## src/rtl/bcd_sevenseg_scanner.sv

```systemverilog
// Eight-digit multiplexed seven-segment driver for a packed BCD bus.
// Snapshots the input once per frame, blanks leading zeros, and shows a dash for non-BCD nibbles.
module bcd_sevenseg_scanner #(
    parameter int REFRESH_DIV = 100000,
    parameter bit LZ_BLANK    = 1'b1
) (
    input  logic        clk,
    input  logic        reset,
    input  logic [31:0] BCD_number,
    input  logic [7:0]  dp_mask,
    input  logic        blank,
    output logic [7:0]  an,
    output logic [6:0]  seg,
    output logic        dp,
    output logic        frame_done
);

    localparam int CW = $clog2(REFRESH_DIV);
    localparam logic [CW-1:0] PRESCALE_LAST = CW'(REFRESH_DIV - 1);

    logic [CW-1:0] prescale_reg;
    logic [2:0]    digit_idx_reg;
    logic [31:0]   shadow_bcd_reg;
    logic [7:0]    shadow_dp_reg;
    logic [7:0]    an_reg;
    logic [6:0]    seg_reg;
    logic          dp_reg;
    logic          frame_done_reg;

    logic          tick;
    logic [7:0]    digit_sig;
    logic [7:0]    digit_lit;
    logic [3:0]    cur_nibble;
    logic [6:0]    seg_decoded;
    logic          show;
    logic [7:0]    an_next;
    logic [6:0]    seg_next;
    logic          dp_next;

    assign tick = (prescale_reg == PRESCALE_LAST);

    // A digit stays lit if it or any more significant digit carries a nonzero value or a decimal point.
    genvar gi;
    generate
        for (gi = 0; gi < 8; gi++) begin : g_digit
            assign digit_sig[gi] = (shadow_bcd_reg[4*gi +: 4] != 4'd0) || shadow_dp_reg[gi];
            if (gi == 0) begin : g_lsd
                assign digit_lit[gi] = 1'b1;
            end else if (LZ_BLANK) begin : g_lz
                assign digit_lit[gi] = |digit_sig[7:gi];
            end else begin : g_all
                assign digit_lit[gi] = 1'b1;
            end
        end
    endgenerate

    always_comb begin
        cur_nibble = shadow_bcd_reg[{digit_idx_reg, 2'b00} +: 4];
        case (cur_nibble)
            4'd0:    seg_decoded = 7'b1000000;
            4'd1:    seg_decoded = 7'b1111001;
            4'd2:    seg_decoded = 7'b0100100;
            4'd3:    seg_decoded = 7'b0110000;
            4'd4:    seg_decoded = 7'b0011001;
            4'd5:    seg_decoded = 7'b0010010;
            4'd6:    seg_decoded = 7'b0000010;
            4'd7:    seg_decoded = 7'b1111000;
            4'd8:    seg_decoded = 7'b0000000;
            4'd9:    seg_decoded = 7'b0010000;
            default: seg_decoded = 7'b0111111;
        endcase
    end

    always_comb begin
        show     = digit_lit[digit_idx_reg] && !blank;
        an_next  = 8'hFF;
        seg_next = 7'h7F;
        dp_next  = 1'b1;
        if (show) begin
            an_next  = ~(8'd1 << digit_idx_reg);
            seg_next = seg_decoded;
            dp_next  = ~shadow_dp_reg[digit_idx_reg];
        end
    end

    always_ff @(posedge clk or posedge reset) begin
        if (reset) begin
            prescale_reg   <= '0;
            digit_idx_reg  <= 3'd7;
            shadow_bcd_reg <= '0;
            shadow_dp_reg  <= '0;
            an_reg         <= 8'hFF;
            seg_reg        <= 7'h7F;
            dp_reg         <= 1'b1;
            frame_done_reg <= 1'b0;
        end else begin
            frame_done_reg <= 1'b0;
            if (tick) begin
                prescale_reg  <= '0;
                digit_idx_reg <= digit_idx_reg + 3'd1;
                // Wrapping 7 -> 0 starts a new frame from a fresh copy of the inputs.
                if (digit_idx_reg == 3'd7) begin
                    shadow_bcd_reg <= BCD_number;
                    shadow_dp_reg  <= dp_mask;
                    frame_done_reg <= 1'b1;
                end
            end else begin
                prescale_reg <= prescale_reg + CW'(1);
            end
            an_reg  <= an_next;
            seg_reg <= seg_next;
            dp_reg  <= dp_next;
        end
    end

    assign an         = an_reg;
    assign seg        = seg_reg;
    assign dp         = dp_reg;
    assign frame_done = frame_done_reg;

endmodule

```

## config.mk

```make
export PLATFORM = sky130hd
export DESIGN_NAME = bcd_sevenseg_scanner
export DESIGN_NICKNAME = d
export VERILOG_FILES = /design/src/rtl/bcd_sevenseg_scanner.sv
export SDC_FILE = /design/constraint.sdc
export NUM_CORES = 1
export LEC_CHECK = 0
export BUFFER_PORTS_ARGS = -buffer_cell sky130_fd_sc_hd__buf_2
export CORE_MARGIN = 4
export CORE_UTILIZATION = 56
export CTS_CLUSTER_SIZE = 12
export DETAILED_ROUTE_END_ITERATION = 10
export PLACE_DENSITY = 0.85
export SYNTH_ARGS = -nofsm -noshare
export SYNTH_HDL_FRONTEND = slang
export SYNTH_SLANG_ARGS = --single-unit
export TNS_END_PERCENT = 1
```

## constraint.sdc

```tcl
create_clock -name clk -period 3.2 [get_ports clk]
set_clock_uncertainty 0.15 [all_clocks]
set_input_delay 0.32 -clock clk [delete_from_list [all_inputs] [get_ports clk]]
set_output_delay 0.32 -clock clk [all_outputs]
set_load 0.05 [all_outputs]
```

==> results of run 1 <==
routing by layer:
layer,vias up,part of all wire,track usage
li1,1105,-,-
met1,1153,0.44,0.259
met2,67,0.48,0.300
met3,16,0.057,0.0577
met4,0,0.023,0.0907
met5,-,0,0
final timing paths:
kind / startpoint / to / cells past startpoint
max: digit_idx_reg[0]$_DFFE_PP1N_ / seg[0]$_DFF_PP1_ / 7
min: BCD_number[27] / shadow_bcd_reg[27]$_DFFE_PP0P_ / 2
min reg2reg: prescale_reg[0]$_DFF_PP0_ / prescale_reg[0]$_DFF_PP0_ / 1
min in group asynchronous: reset / prescale_reg[2]$_DFF_PP0_ / 4
max in group asynchronous: reset / dp$_DFF_PP1_ / 4
max reg2reg: digit_idx_reg[0]$_DFFE_PP1N_ / seg[0]$_DFF_PP1_ / 7
Yosys cell counts, types with 5 or more instances:
library cell / n
xor2_1: 7
dfrtp_1: 58
inv_1: 10
dfstp_2: 19
ha_1: 12
mux2i_1: 5
buf_2: 7
nand2_1: 18
mux4_2: 9
nor2_1: 19
xnor2_1: 9
nand3_1: 13
mux2_2: 39
worst register-to-register path, delay by kind of cell, from the launching register on:
family,cells,cell delay [ns]
AOI/OAI and AO/OA,1,0.06
adders and majority gates,1,0.22
buffers and inverters,1,0.13
DFF,1,0.78
muxes,3,1.19
and+or+nand+nor,1,0.09
stage by stage:
stage	cells	util	hold WS, ns	power, µW
finish	423	0.658	0.0353	1810
global route	423	0.658	0.0213	1900
CTS	423	0.658	0.0223	1830
detailed placement	406	0.631	0.288	1200
global placement	406	0.631	0.282	1200
floorplan	277	-	0.299	1150
cell families (layout without fill, tap and decap cells):
kind of cell               after synthesis  count (layout)  synth area share
DFF                                     77              77             0.540
and+or+nand+nor                         76              76             0.103
muxes                                   58              58             0.216
buffers and inverters                   21              90            0.0274
AOI/OAI and AO/OA                       17              17            0.0336
xor gates and xnor gates                16              16            0.0388
adders and majority gates               12              12            0.0416
power by group through the flow:
stage / Clock, µW / Sequential [µW] / Combinational [µW]
6_report: 630 / 1040 / 150
5_1_grt: 693 / 1040 / 167
4_1_cts: 644 / 1040 / 153
3_5_place_dp: 0 / 1050 / 151
3_3_place_gp: 0 / 1050 / 147
2_1_floorplan: 0 / 1070 / 76.7
what timing repair did:
action | in CTS | in global routing
hold endpoints to repair | 58 | 0
buffers inserted | 0 | 0
hold buffers | 1 | 0
layout make-up:
class	count	area, µm²
Fill cell	472	2160
Sequential cell	77	1950
Multi-Input combinational cell	179	1560
Timing Repair Buffer	63	340
Clock buffer	13	149
Tap cell	77	96.3
Inverter	11	41.3
Clock inverter	3	15.0
==> impl_results.md, run 1 <==
- RSZ-0062 raised after global routing: no
- Mapped Area: 0.00361 mm²
- H-Tree Depth: 3
- CP max FO: 14
- Ys Warns: 0
- Endpoints failing setup: 0
- Antenna Nets Post-Route: 0
- Worst slew pin tran: 0.739 ns
- Final Max Tran Viols: 0
- Cell Rows: 29
- Layout cells sized above 1: 0.442
- Clk root buf: clkbuf_8
- NetSw: 436 µW
- Vias: 2341
- Port buffer count: 59
- Die Ht: 88.3 µm
- Run status: completed
- Layout net count: 396
- Die ar.: 0.00780 mm²
- Largest net degree at the start of global routing: 78
- Post-Layout Inst Area: 0.00416 mm²
- Clock power share: 0.347
- DR vias/cell: 5.53
- Iter 0 DRT Violations: 109
- Distinct cell type count after synthesis: 44
- Tot GR Track Use: 0.196
- Most frequent cells in the layout: buf_2 (59), dfrtp_1 (58), mux2_2 (39)
- Area contributors post-synth: dfrtp_1 (40%), dfstp_2 (14%), mux2_2 (12%)
- Initial antenna violation count: 0
- Reg-to-reg slack, setup: ~0.48 ns
- Final Hold Viols: 0
- Average size of a mapped cell: 13.0 µm²
- Post-synthesis sequential area ratio: 0.540
- DP Area: approximately 0.004 mm²
- Hold Path Class: in -> reg
- Slowest cell on the critical path: dfstp_2
- DRC: 0
- I/O pin total: 60
- Comb pwr share: 0.083
- Clk_lat worst skew: 0.35 ns
- CTS tree: yes
- Sink Count: 77
- Share of the synthesized area in the top cell type: 0.402
- Largest stage delay, worst path: around 0.8 ns
- DR WL/cell: 16.1 µm
- Ant diodes: 0
- P_leak: around 0.0018 µW
- WP data arrival: roughly 2.8 ns
- Internal power: 1380 µW
- First-pass GRT wire length: ~11000 µm
- Setup ws final: 0.484 ns
- Fin crit period: 2.72 ns
- DP Worst Slack: 0.481 ns
- Vias in the first global route: 2362
- Pwr per Cell Area: roughly 440 mW/mm²
- Slew HR: 0.507
- Setup CP Type: reg -> reg
- Crit share post-route: 0.849
- Setup crit end kind: register
- Total global routing overflow: 0
- Drt pass-1 iters: 4
- Post-synth EDFFs: 0
- Max-cap violations: 0
- Critical path buffer and inverter count: 1
- Post-Syn Instances: about 280
- FFs w/ async S/R, synth: 1.00
- Longest Clk Path Bufs: 2
- Drt total wl: 6820 µm
- Critical Path RT: 3.30 ns
- Primary FF master, synth: dfrtp_1
- Startpoint types: register
- Syn_nets: 332
- Commonest non-fill, non-tap cell in the layout: buf_2
- Final GP Congestion: 0.806
- Layout area overhead: 15.0%
- Dpl hpwl: 4880 µm
- Max FFs per register: 32
- Largest delay contributor family on the critical path: multiplexers
- Starting Density: 0.572
- Die width: 88.3 µm
- Max VDD drop: 269 µV
- Clk pin slew, worst setup/hold paths: roughly 0.080 ns
- Max Fclk: roughly 370 MHz
- TritonCTS buffer count: 9
- Seq pwr share: 0.570
- Sw Share: 0.240
- Critical Path, Cell by Cell: mux4_2 -> mux2i_1 -> inv_1 -> ha_1 -> mux2_4 -> nor2_1 -> o21ai_1
- PostCTS Resize Cnt: 0
- Synthesized flop and latch total: 77
- Post-route setup TNS: 0 ns
- Core region area: 0.00631 mm²
- Cell taking the most area after synthesis: dfrtp_1
Note: power is estimated with default switching activity, not from simulation.
==> run 2: changes to the inputs <==
==> constraint.sdc (replaced) <==
create_clock -name clk -period 2.5 [get_ports clk]
set_clock_uncertainty 0.15 [all_clocks]
set_input_delay 0.25 -clock clk [delete_from_list [all_inputs] [get_ports clk]]
set_output_delay 0.25 -clock clk [all_outputs]
set_load 0.05 [all_outputs]
==> run 2 against run 1 <==
  * Via count is 11% higher
  * Cell area is 13% higher
  * Non-clock buffer count rose by 49
  * Count of clock-buffer cells in the layout fell by 2
  * Die area is the same
  * Total power up 44%
  * Critical endpoint is now seg[4]$_DFF_PP1_
  * Largest cell class unchanged
  * Highest routed layer unchanged
==> impl_results.md, run 2 (synthesized netlist as in run 1, its figures left out) <==
- Critical Path, Cell by Cell: mux4_2 -> mux2i_4 -> inv_1 -> ha_1 -> mux2i_1 -> nor2_1 -> o21ai_0
- Met2 GRT Util: 0.380 (+0.0795)
- DR WL/cell: 17.5 µm (+8.4%)
- CTS tree: yes
- Critical path buffer and inverter count: 1 (unchanged)
- Total global routing overflow: 0 (unchanged)
- R2r startpoint: digit_idx_reg[0]$_DFFE_PP1N_
- Initial antenna violation count: 0 (unchanged)
- Tot GR Track Use: 0.234 (+0.0377)
- Drt total wl: 8240 µm (+21%)
- Iter 0 DRT Violations: 146 (+34%)
- WP data arrival: 2.59 ns (-0.22 ns)
- RR Endpoint: seg[4]$_DFF_PP1_
- DP Area: 0.00401 mm² (+0.75%)
- Max-cap violations: 0 (unchanged)
- Clk pin slew, worst setup/hold paths: 0.07 ns (about the same)
- DRC: 0 (unchanged)
- Clk_lat worst skew: 0.35 ns (about the same)
- Fin util: 0.745 (+0.0868)
- Max Fclk: 403 MHz (+9.4%)
- Die width: 88.3 µm (unchanged)
- Starting Density: 0.572 (unchanged)
- Largest delay contributor family on the critical path: multiplexers
- Run status: completed
- Drt pass-1 iters: 4 (unchanged)
- Clk root buf: clkbuf_8
- Largest stage delay, worst path: 0.69 ns (-0.09 ns)
- Port buffer count: 59 (unchanged)
- Max FFs per register: 32 (unchanged)
- GRT Max-Usage Layer: met2
- Slowest cell on the critical path: dfstp_4
- Setup CP Type: reg -> reg
- Worst slew pin tran: 0.709 ns (-0.0300 ns)
- Post-Layout Inst Area: 0.00470 mm² (+13%)
- Die ar.: 0.00780 mm² (unchanged)
- Worst reg2reg path depth: 7 (unchanged)
- Core region area: 0.00631 mm² (unchanged)
- TritonCTS buffer count: 9 (unchanged)
- Hold Path Class: in -> reg
- P_leak: 0.00208 µW (+13%)
- Ant diodes: 0 (unchanged)
- First-pass GRT wire length: 13500 µm (+17%)
- Cell Rows: 29 (unchanged)
- Vias in the first global route: 2739 (+16%)
- Setup crit end kind: register
- Critical Path RT: 2.61 ns (-0.69 ns)
- Vias: 2607 (+11%)
- Die Ht: 88.3 µm (unchanged)
- Commonest non-fill, non-tap cell in the layout: buf_2
- Slew HR: 0.527 (+0.0200)
- Longest Clk Path Bufs: 2 (unchanged)
- Layout net count: 445 (+12%)
- I/O pin total: 60 (unchanged)
- Sink Count: 77 (unchanged)
- H-Tree Depth: 3 (unchanged)
- Most frequent cells in the layout: buf_2 (59), dfrtp_1 (58), dlygate4sd3_1 (40)
- Endpoints failing setup: 0 (unchanged)
- CP max FO: 7 (-7)
- Final Hold Viols: 0 (unchanged)
- Largest net degree at the start of global routing: 42 (-46%)
- Final Max Tran Viols: 0 (unchanged)
- Hold EP: shadow_bcd_reg[28]$_DFFE_PP0P_
- Reg-to-reg slack, setup: 0.02 ns (-0.47 ns)
- Startpoint types: register
- Fin crit period: 2.48 ns (-0.232 ns)
- DR vias/cell: 5.52 (-0.20%)
- Final GP Congestion: 0.847 (+5.1%)
- Max VDD drop: 397 µV (+48%)
- Layout cells sized above 1: 0.418 (-0.0245)
- Crit share post-route: 0.994 (+0.145)
- Worst hold start: BCD_number[28]
- Pwr per Cell Area: 554 mW/mm² (+27%)
- Hold Path Depth: 2 (unchanged)
- Grt met3 use: 0.0698 (+0.0121)
- Met1 Usage GRT: 0.291 (+0.0320)
- Antenna Nets Post-Route: 0 (unchanged)
- Dpl hpwl: 5260 µm (+7.7%)
- Layout area overhead: 30.2%
-- run 2: worst max-delay path by stage --
| stage | slack (ns) | cells after the start | endpoint | from |
|---|---|---|---|---|
| global placement | 0.08 | 8 | seg[0]$_DFF_PP1_ | digit_idx_reg[0]$_DFFE_PP1N_ |
| finish | 0.02 | 7 | seg[4]$_DFF_PP1_ | digit_idx_reg[0]$_DFFE_PP1N_ |
| global route | -0.06 | 7 | seg[4]$_DFF_PP1_ | digit_idx_reg[0]$_DFFE_PP1N_ |
| detailed placement | -0.05 | 7 | seg[4]$_DFF_PP1_ | digit_idx_reg[0]$_DFFE_PP1N_ |
| CTS | 0.006 | 7 | seg[4]$_DFF_PP1_ | digit_idx_reg[0]$_DFFE_PP1N_ |
| floorplan | 0.02 | 8 | seg[0]$_DFF_PP1_ | digit_idx_reg[0]$_DFFE_PP1N_ |
-- run 2: per-layer routing --
layer	part of all wire	up-vias
li1	-	1213
met1	0.40	1281
met2	0.51	94
met3	0.060	19
met4	0.030	0
met5	0	-
-- run 2: worst reg2reg max path, delay by kind of cell (launching register included) --
kind,cells,cell delay (ns)
DFF,1,0.69
and+or+nand+nor,1,0.06
adders and majority gates,1,0.24
buffers and inverters,1,0.11
muxes,3,0.92
AOI/OAI and AO/OA,1,0.23
-- run 2: final cells by class --
| type | count | area [µm²] |
|---|---|---|
| Sequential cell | 77 | 1950 |
| Fill cell | 380 | 1610 |
| Multi-Input combinational cell | 179 | 1580 |
| Timing Repair Buffer | 112 | 822 |
| Clock buffer | 11 | 141 |
| Tap cell | 77 | 96.3 |
| Clock inverter | 5 | 73.8 |
| Inverter | 11 | 41.3 |
-- run 2: metrics by stage --
step	std cells	setup slack, ns	hold WS [ns]	TNS [ns]	power (µW)
2_1_floorplan	277	0.0156	0.229	0	1470
5_1_grt	472	-0.0617	0.00158	-0.127	2700
4_1_cts	466	0.00641	0.0119	0	2610
3_5_place_dp	410	-0.0458	0.232	-0.0464	1550
3_3_place_gp	410	0.0847	0.223	0	1540
6_report	472	0.0160	0.00612	0	2610
-- run 2: report_power, final --
part           switching, µW  leakage, µW  internal (µW)
combinational            125      0.00107            135
clock                    438     0.000111            583
sequential              32.2     0.000904           1290
-- run 2: timing repair --
item,in CTS,in global routing
gates cloned,0,0
setup endpoints to repair,2,8
endpoints found under the hold margin,66,0
hold buffers,40,0
resized for setup,2,4
buffers inserted,0,6
